==> src/rtl/uart_frame_tx.sv <==
// uart_frame_tx: serialises a multi-byte frame onto a UART line.
// Bytes go out most-significant byte first, bits LSB first, each byte
// framed by one start bit and STOP_BITS stop bits, with no gap between
// bytes of the same frame. One serial bit per rising edge of clk_N.
//
// Handshake: a frame is accepted on a rising edge where tx_valid_i and
// tx_ready_o are both high; tx_ready_o is high only while idle, so
// frame_i and tx_valid_i are ignored for the whole transmission.
// done_o pulses for one cycle on the edge the final stop bit ends,
// the same edge tx_ready_o returns high.
module uart_frame_tx #(
    parameter int MAX_BITS   = 8,
    parameter int PARAMETERS = 6,
    parameter int STOP_BITS  = 1
) (
    input  logic                           clk_N,
    input  logic                           rst_i,
    input  logic [MAX_BITS*PARAMETERS-1:0] frame_i,
    input  logic                           tx_valid_i,
    output logic                           tx_ready_o,
    output logic                           UART_TX,
    output logic                           busy_o,
    output logic                           done_o
);

    localparam int FW = MAX_BITS * PARAMETERS;
    localparam int BW = (MAX_BITS > 1) ? $clog2(MAX_BITS) : 1;
    localparam int YW = (PARAMETERS > 1) ? $clog2(PARAMETERS) : 1;
    localparam int SW = (STOP_BITS > 1) ? $clog2(STOP_BITS) : 1;

    localparam logic [BW-1:0] BIT_LAST  = BW'(MAX_BITS - 1);
    localparam logic [YW-1:0] BYTE_LAST = YW'(PARAMETERS - 1);
    localparam logic [SW-1:0] STOP_LAST = SW'(STOP_BITS - 1);

    // state_q names the symbol currently on the line (IDLE = idle high)
    typedef enum logic [1:0] {
        IDLE  = 2'd0,
        START = 2'd1,
        DATA  = 2'd2,
        STOP  = 2'd3
    } state_t;

    state_t          state_q, state_d;
    logic [FW-1:0]   shift_q, shift_d;
    logic [BW-1:0]   bit_cnt_q, bit_cnt_d;
    logic [YW-1:0]   byte_cnt_q, byte_cnt_d;
    logic [SW-1:0]   stop_cnt_q, stop_cnt_d;
    logic            tx_q, tx_d;
    logic            ready_q, ready_d;
    logic            busy_q, busy_d;
    logic            done_q, done_d;
    logic [MAX_BITS-1:0] cur_byte;

    assign cur_byte   = shift_q[FW-1 -: MAX_BITS];
    assign tx_ready_o = ready_q;
    assign UART_TX    = tx_q;
    assign busy_o     = busy_q;
    assign done_o     = done_q;

    // Next state and next registered line/handshake values
    always_comb begin
        state_d    = state_q;
        shift_d    = shift_q;
        bit_cnt_d  = bit_cnt_q;
        byte_cnt_d = byte_cnt_q;
        stop_cnt_d = stop_cnt_q;
        tx_d       = tx_q;
        ready_d    = ready_q;
        busy_d     = busy_q;
        done_d     = 1'b0;

        case (state_q)
            IDLE: begin
                tx_d    = 1'b1;
                ready_d = 1'b1;
                busy_d  = 1'b0;
                if (tx_valid_i && ready_q) begin
                    shift_d    = frame_i;
                    byte_cnt_d = '0;
                    bit_cnt_d  = '0;
                    stop_cnt_d = '0;
                    state_d    = START;
                    tx_d       = 1'b0;
                    ready_d    = 1'b0;
                    busy_d     = 1'b1;
                end
            end
            START: begin
                state_d   = DATA;
                bit_cnt_d = '0;
                tx_d      = cur_byte[0];
            end
            DATA: begin
                if (bit_cnt_q == BIT_LAST) begin
                    state_d    = STOP;
                    stop_cnt_d = '0;
                    tx_d       = 1'b1;
                end else begin
                    bit_cnt_d = bit_cnt_q + BW'(1);
                    tx_d      = cur_byte[bit_cnt_d];
                end
            end
            STOP: begin
                tx_d = 1'b1;
                if (stop_cnt_q != STOP_LAST) begin
                    stop_cnt_d = stop_cnt_q + SW'(1);
                end else if (byte_cnt_q != BYTE_LAST) begin
                    // next byte follows immediately: move it to the top
                    byte_cnt_d = byte_cnt_q + YW'(1);
                    shift_d    = shift_q << MAX_BITS;
                    state_d    = START;
                    tx_d       = 1'b0;
                end else begin
                    state_d = IDLE;
                    ready_d = 1'b1;
                    busy_d  = 1'b0;
                    done_d  = 1'b1;
                end
            end
            default: begin
                state_d = IDLE;
                tx_d    = 1'b1;
                ready_d = 1'b1;
                busy_d  = 1'b0;
            end
        endcase
    end

    // State and output registers; reset forces the line idle at once
    always_ff @(posedge clk_N or posedge rst_i) begin
        if (rst_i) begin
            state_q    <= IDLE;
            shift_q    <= '0;
            bit_cnt_q  <= '0;
            byte_cnt_q <= '0;
            stop_cnt_q <= '0;
            tx_q       <= 1'b1;
            ready_q    <= 1'b1;
            busy_q     <= 1'b0;
            done_q     <= 1'b0;
        end else begin
            state_q    <= state_d;
            shift_q    <= shift_d;
            bit_cnt_q  <= bit_cnt_d;
            byte_cnt_q <= byte_cnt_d;
            stop_cnt_q <= stop_cnt_d;
            tx_q       <= tx_d;
            ready_q    <= ready_d;
            busy_q     <= busy_d;
            done_q     <= done_d;
        end
    end

endmodule

==> config.mk <==
export PLATFORM = sky130hd
export DESIGN_NAME = uart_frame_tx
export DESIGN_NICKNAME = d
export VERILOG_FILES = /design/src/rtl/uart_frame_tx.sv
export SDC_FILE = /design/constraint.sdc
export NUM_CORES = 1
export LEC_CHECK = 0
export BUFFER_PORTS_ARGS = -buffer_cell sky130_fd_sc_hd__buf_4
export CORE_MARGIN = 3
export CORE_UTILIZATION = 50
export CTS_BUF_LIST = sky130_fd_sc_hd__clkbuf_8 sky130_fd_sc_hd__clkbuf_16
export CTS_CLUSTER_DIAMETER = 80
export DETAILED_ROUTE_END_ITERATION = 10
export GPL_TIMING_DRIVEN = 0
export PLACE_DENSITY_LB_ADDON = 0.12
export SYNTH_ARGS = -nofsm -noshare
export SYNTH_HDL_FRONTEND = slang
export SYNTH_SLANG_ARGS = --single-unit
==> constraint.sdc <==
create_clock -name clk_N -period 2.1 [get_ports clk_N]
set_input_delay 0.105 -clock clk_N [delete_from_list [all_inputs] [get_ports clk_N]]
set_output_delay 0.105 -clock clk_N [all_outputs]
set_load 0.01 [all_outputs]
## Yosys cells after proc, flatten, opt, wreduce, memory -nomap -nowiden

Cells that the tools add are included.
W data, S select, Z words.

| storage, ports and cells | value |
|---|---|
| register bits | 61 |
| bits in latches | 0 |
| bits in writable memories | 0 |
| ROM bits | 0 |
| output and inout bits | 4 |
| word-level logic and storage cells | 69 |
| memories kept | 0 |

| cells by class | value |
|---|---|
| add/subtract/negate cells | 3 |
| multipliers | 0 |
| divide/modulo/power cells | 0 |
| $lt $le $gt $ge | 1 |
| eq/ne operators | 11 |
| shift-type cells | 0 |
| mux-type cells | 35 |
| bitwise operators | 0 |
| reduce and logical (&&, ||, !) cells | 10 |

Operator list:

| cell | number |
|---|---|
| $mux W48 | 3 |
| $pmux W48 S2 | 1 |
| $mux W1 | 16 |
| $mux W3 | 4 |
| $ne A2 B2 Y1 const B | 6 |
| $reduce_and A3 Y1 | 4 |
| $pmux W3 S3 | 1 |
| $pmux W2 S4 | 1 |
| $add A3 B1 Y3 const B | 2 |
| $mux W2 | 3 |
| $pmux W3 S2 | 1 |
| $reduce_bool A3 Y1 | 2 |
| $eq A2 B2 Y1 const B | 2 |
| $lt A3 B4 Y1 const B | 1 |
| $pmux W1 S2 | 2 |
| $pmux W1 S4 | 1 |
| $reduce_and A4 Y1 | 1 |
| $bmux W1 S3 | 1 |
| $eq A3 B3 Y1 const B | 1 |
| $ne A3 B3 Y1 const B | 1 |
| $pmux W1 S3 | 1 |
| $eq A2 B1 Y1 const B | 1 |
| $logic_not A2 Y1 | 1 |
| $reduce_bool A2 Y1 | 1 |
| other kinds (2) | 2 |

## Depth between registers and ports, before layout

| logic depth | value |
|---|---|
| depth in word-level cells | 5 |
| gate-level depth with buffers | 7 |
| mapped depth without buffers | 6 |

## Worst setup path after synthesis

No wires, ideal clock.

| timing path | value |
|---|---|
| path type | reg-to-reg |
| from | register state_q[0] |
| to | register shift_q[0] |
| setup time | 0.121 ns |
| arrival time | 1.500 ns |
| required time | 1.979 ns |
| setup slack | 0.479 ns |
| cell stages (with the launch flop) | 8 |
| period minus slack after synthesis | 1.621 ns |
| cell sequence | dfrtp_1 -> inv_1 -> ha_1 -> a21boi_4 -> nor2_1 -> and2_1 -> buf_6 -> a22o_1 |

| between the ends | value |
|---|---|
| longest elaborated chain between the ends | 3 |

RTL lines:

| item | line | source |
|---|---|---|
| start: declaration | 43 | `state_t state_q, state_d;` |
| start signal: assignment | 142 | `state_q <= state_d;` |
| $eq A2 B2 Y1 or $logic_not A2 Y1 (tied branches) | 72 | `case (state_q)` |
| $ne A2 B2 Y1 (no line) or $reduce_bool A2 Y1 (tied branches) | - |  |
| $reduce_and A4 Y1 (no line) | - |  |
| end signal: assignment | 143 | `shift_q <= shift_d;` |
| end: declaration | 44 | `logic [FW-1:0] shift_q, shift_d;` |

Several ways; a longest one is shown, not always the timed one.
A chain may end at the register's enable or synchronous reset.

## Worst setup path in the final report

Same ends and word-level chain as after synthesis.

==> impl_metrics.yaml <==
critical_path:
  cp.arrival_ns: 2.14
  critPathMaxFanout: 10
  crit_type: "reg2reg"
  critPathRequiredTime_ns: 2.32
  endpoint: "shift_q[0]"
  ff2ff_path_depth: 7
  worstReg2RegEnd: "shift_q[0]"
  crit_start: "state_q[0]"
  r2r-start: "state_q[0]"
  crit_path_start_kind: "register"
  r2r_setup_slack_ns: 0.18
  endpoint_kind: "register"
place:
  place_congestion: 0.801
  postPlaceCellArea_um2: 3390
  dp_hpwl_mm: 4.54
  post-place-ws_ns: 0.237
  io_buffers: 54
synth:
  ys.flop_type: "dfrtp_1"
  synthTopCellsByCount: "58 x dfrtp_1, 47 x nand2_1, 46 x o21ai_0, 45 x mux2i_1, 12 x buf_2"
  synth_area_um2: 2880
  yosysTopAreaCell: "dfrtp_1"
  synth_area_leaders: "dfrtp_1 50%, mux2i_1 16%, o21ai_0 8.0%"
  synthArstFlopShare_pct: 100
  syn_avg_cell_area_um2: 10.7
  syn-num-nets: 328
  synth.top_cell.area_share_pct: 50.5
  ys_seq_area_share_pct: 52.3
  ys_ff_latch: 60
  yosysWarnings: 0
  synthCells: 269
  synth-edff-count: 0
  yosysMostFrequentCell: "dfrtp_1"
  synth_cell_types: 35
clocking:
  cts_tree: "done"
  cts_resized: 0
  cts.sinks: 60
  cts_buffer_depth: 2
  cts_root_buf: "clkbuf_8"
  cts.htree.levels: 3
  clock_latency_ns: 0.33
  cts_buffers: 9
  clk_pin_slew_ns: 0.07
timing:
  tightest_slew_ns: 0.457
  min_period_ns: 1.92
  final.setup.worst_slack_ns: 0.183
  rsz0062_at_grt: "false"
  finalCritPeriodShare_pct: 91.3
  relSlewSlack_pct: 69.5
  slew_viol_final: 0
  hold_viol_final: 0
  fin_skew_ns: 0.00590
  fmax_mhz: 522
  setup_viol_count_final: 0
die:
  design.die.area_um2: 6700
  initial_utilization_pct: 53.9
  rows: 26
  die_height_um: 81.9
  io_pins: 55
  core_um2: 5340
  dieWidth_um: 81.9
global_route:
  grt_pass1_wl_mm: 10.5
  track_usage_pct: 21.6
  antenna_found_initial: 0
  gr-total-overflow: 0
  grt_start_max_net_pins: 41
  grt_pass1_vias: 2198
routing:
  drc_errors: 0
  dr.pass1.iters: 4
  viasPerCell: 5.16
  route.final.wire_length_mm: 6.21
  num_vias: 2163
  drt_iter0_drc: 145
  wire_per_inst_um: 14.8
  ant_nets: 0
power:
  internal_power_w: 0.00347
  pwr-share-comb_pct: 43.9
  clkPwrFrac_pct: 20.1
  seq_power_share_pct: 36.0
  vdd_drop_max_mv: 0.811
  p_sw_w: 0.00213
  cellLeakagePower_nw: 1.76
  swShare_pct: 38.0
  power_density_nw_per_um2: 1510
cells_and_area:
  drive_above_1_share_pct: 26.9
  design_area_um2: 3700
  nNetsFinal: 403
  area_growth_pct: 28.5
  insertedDiodeCount: 0
run_status:
  outcome: "finished, final reports clean"
job:
  cap_violations: 0
hold_path:
  hp-class: "in2reg"
==> metrics by stage <==
stage | hold slack, ns | total power (W) | setup TNS, ns | utilization, % | cells
6_report | 0.0517 | 0.00560 | 0 | 69.3 | 419
4_1_cts | 0.0441 | 0.00567 | 0 | 69.3 | 419
2_1_floorplan | 0.238 | 0.00383 | 0 | - | 269
3_5_place_dp | 0.151 | 0.00451 | 0 | 63.5 | 394
5_1_grt | 0.0515 | 0.00612 | 0 | 69.3 | 419
3_3_place_gp | 0.321 | 0.00439 | -15.31 | 63.2 | 393
==> flip-flops by register name, indices dropped and copies added (netlist names) <==
signal and cells:
shift_q 48, busy_o 1, bit_cnt_q 3, UART_TX 1, state_q 2, done_o 1
byte_cnt_q 3, tx_ready_o 1
==> how the worst min path moves through the flow <==
stage	slack (ns)	from	cells past startpoint	to
floorplan	0.24	frame_i[0]	1	shift_q[0]
finish	0.05	frame_i[27]	3	shift_q[27]
detailed placement	0.15	rst_i	2	shift_q[2]
CTS	0.04	frame_i[21]	3	shift_q[21]
global route	0.05	frame_i[30]	3	shift_q[30]
global placement	0.32	frame_i[6]	2	shift_q[6]
==> cell type report <==
cell class	instances	area, um^2
Timing Repair Buffer	64	515
Clock inverter	6	78.8
Fill cell	428	1640
Inverter	8	30.0
Clock buffer	10	138
Tap cell	70	87.6
Sequential cell	60	1500
Buffer	16	86.3
Multi-Input combinational cell	185	1260
==> critical path, stage by stage (launching register included) <==
cell and delay (ns):
dfrtp_1 0.43, inv_1 0.14, ha_1 0.33, a21boi_4 0.28
nor2_1 0.10, and2_1 0.19, buf_6 0.14, a22o_1 0.18
==> power by group through the flow <==
stage	clock network, W	registers [W]	logic [W]
after floorplan	0	0.00197	0.00186
after global placement	0	0.00200	0.00239
after detailed placement	0	0.00204	0.00248
after CTS	0.00115	0.00201	0.00251
after global routing	0.00121	0.00208	0.00283
final	0.00112	0.00201	0.00246
==> metal layers <==
| metal | share of wire [%] | up-vias | GRT usage (%) |
|---|---|---|---|
| li1 | - | 1098 | - |
| met1 | 45 | 1010 | 26.2 |
| met2 | 49 | 45 | 35.8 |
| met3 | 4.2 | 10 | 5.92 |
| met4 | 2.1 | 0 | 9.47 |
| met5 | 0 | - | 0 |
==> cell usage in the layout, fill, tap and decap left out, types with 2 or more instances in the layout <==
cell type	count
a211oi_1	2
a21oi_1	4
a22o_1	8
buf_2	12
buf_4	54
bufinv_16	2
clkbuf_2	3
clkbuf_8	10
clkinv_2	3
dfrtp_1	58
dfstp_2	2
dlygate4sd3_1	9
ha_1	8
inv_1	8
mux2i_1	45
nand2_1	47
nor2_1	4
o21ai_0	46
==> what timing repair did <==
item                                   CTS  global route
buffers inserted                         0             0
setup endpoints to repair                0             0
hold buffers                             9             0
endpoints found under the hold margin   28             0
==> logic make-up after synthesis <==
logic type,share of synthesized area (%)
xor+xnor,0.305
buf+inv,4.05
mux,15.7
simple gates,8.92
compound gates,15.3
fa+ha+maj,3.48
flops,52.3
Note: power is estimated with default switching activity, not from simulation.
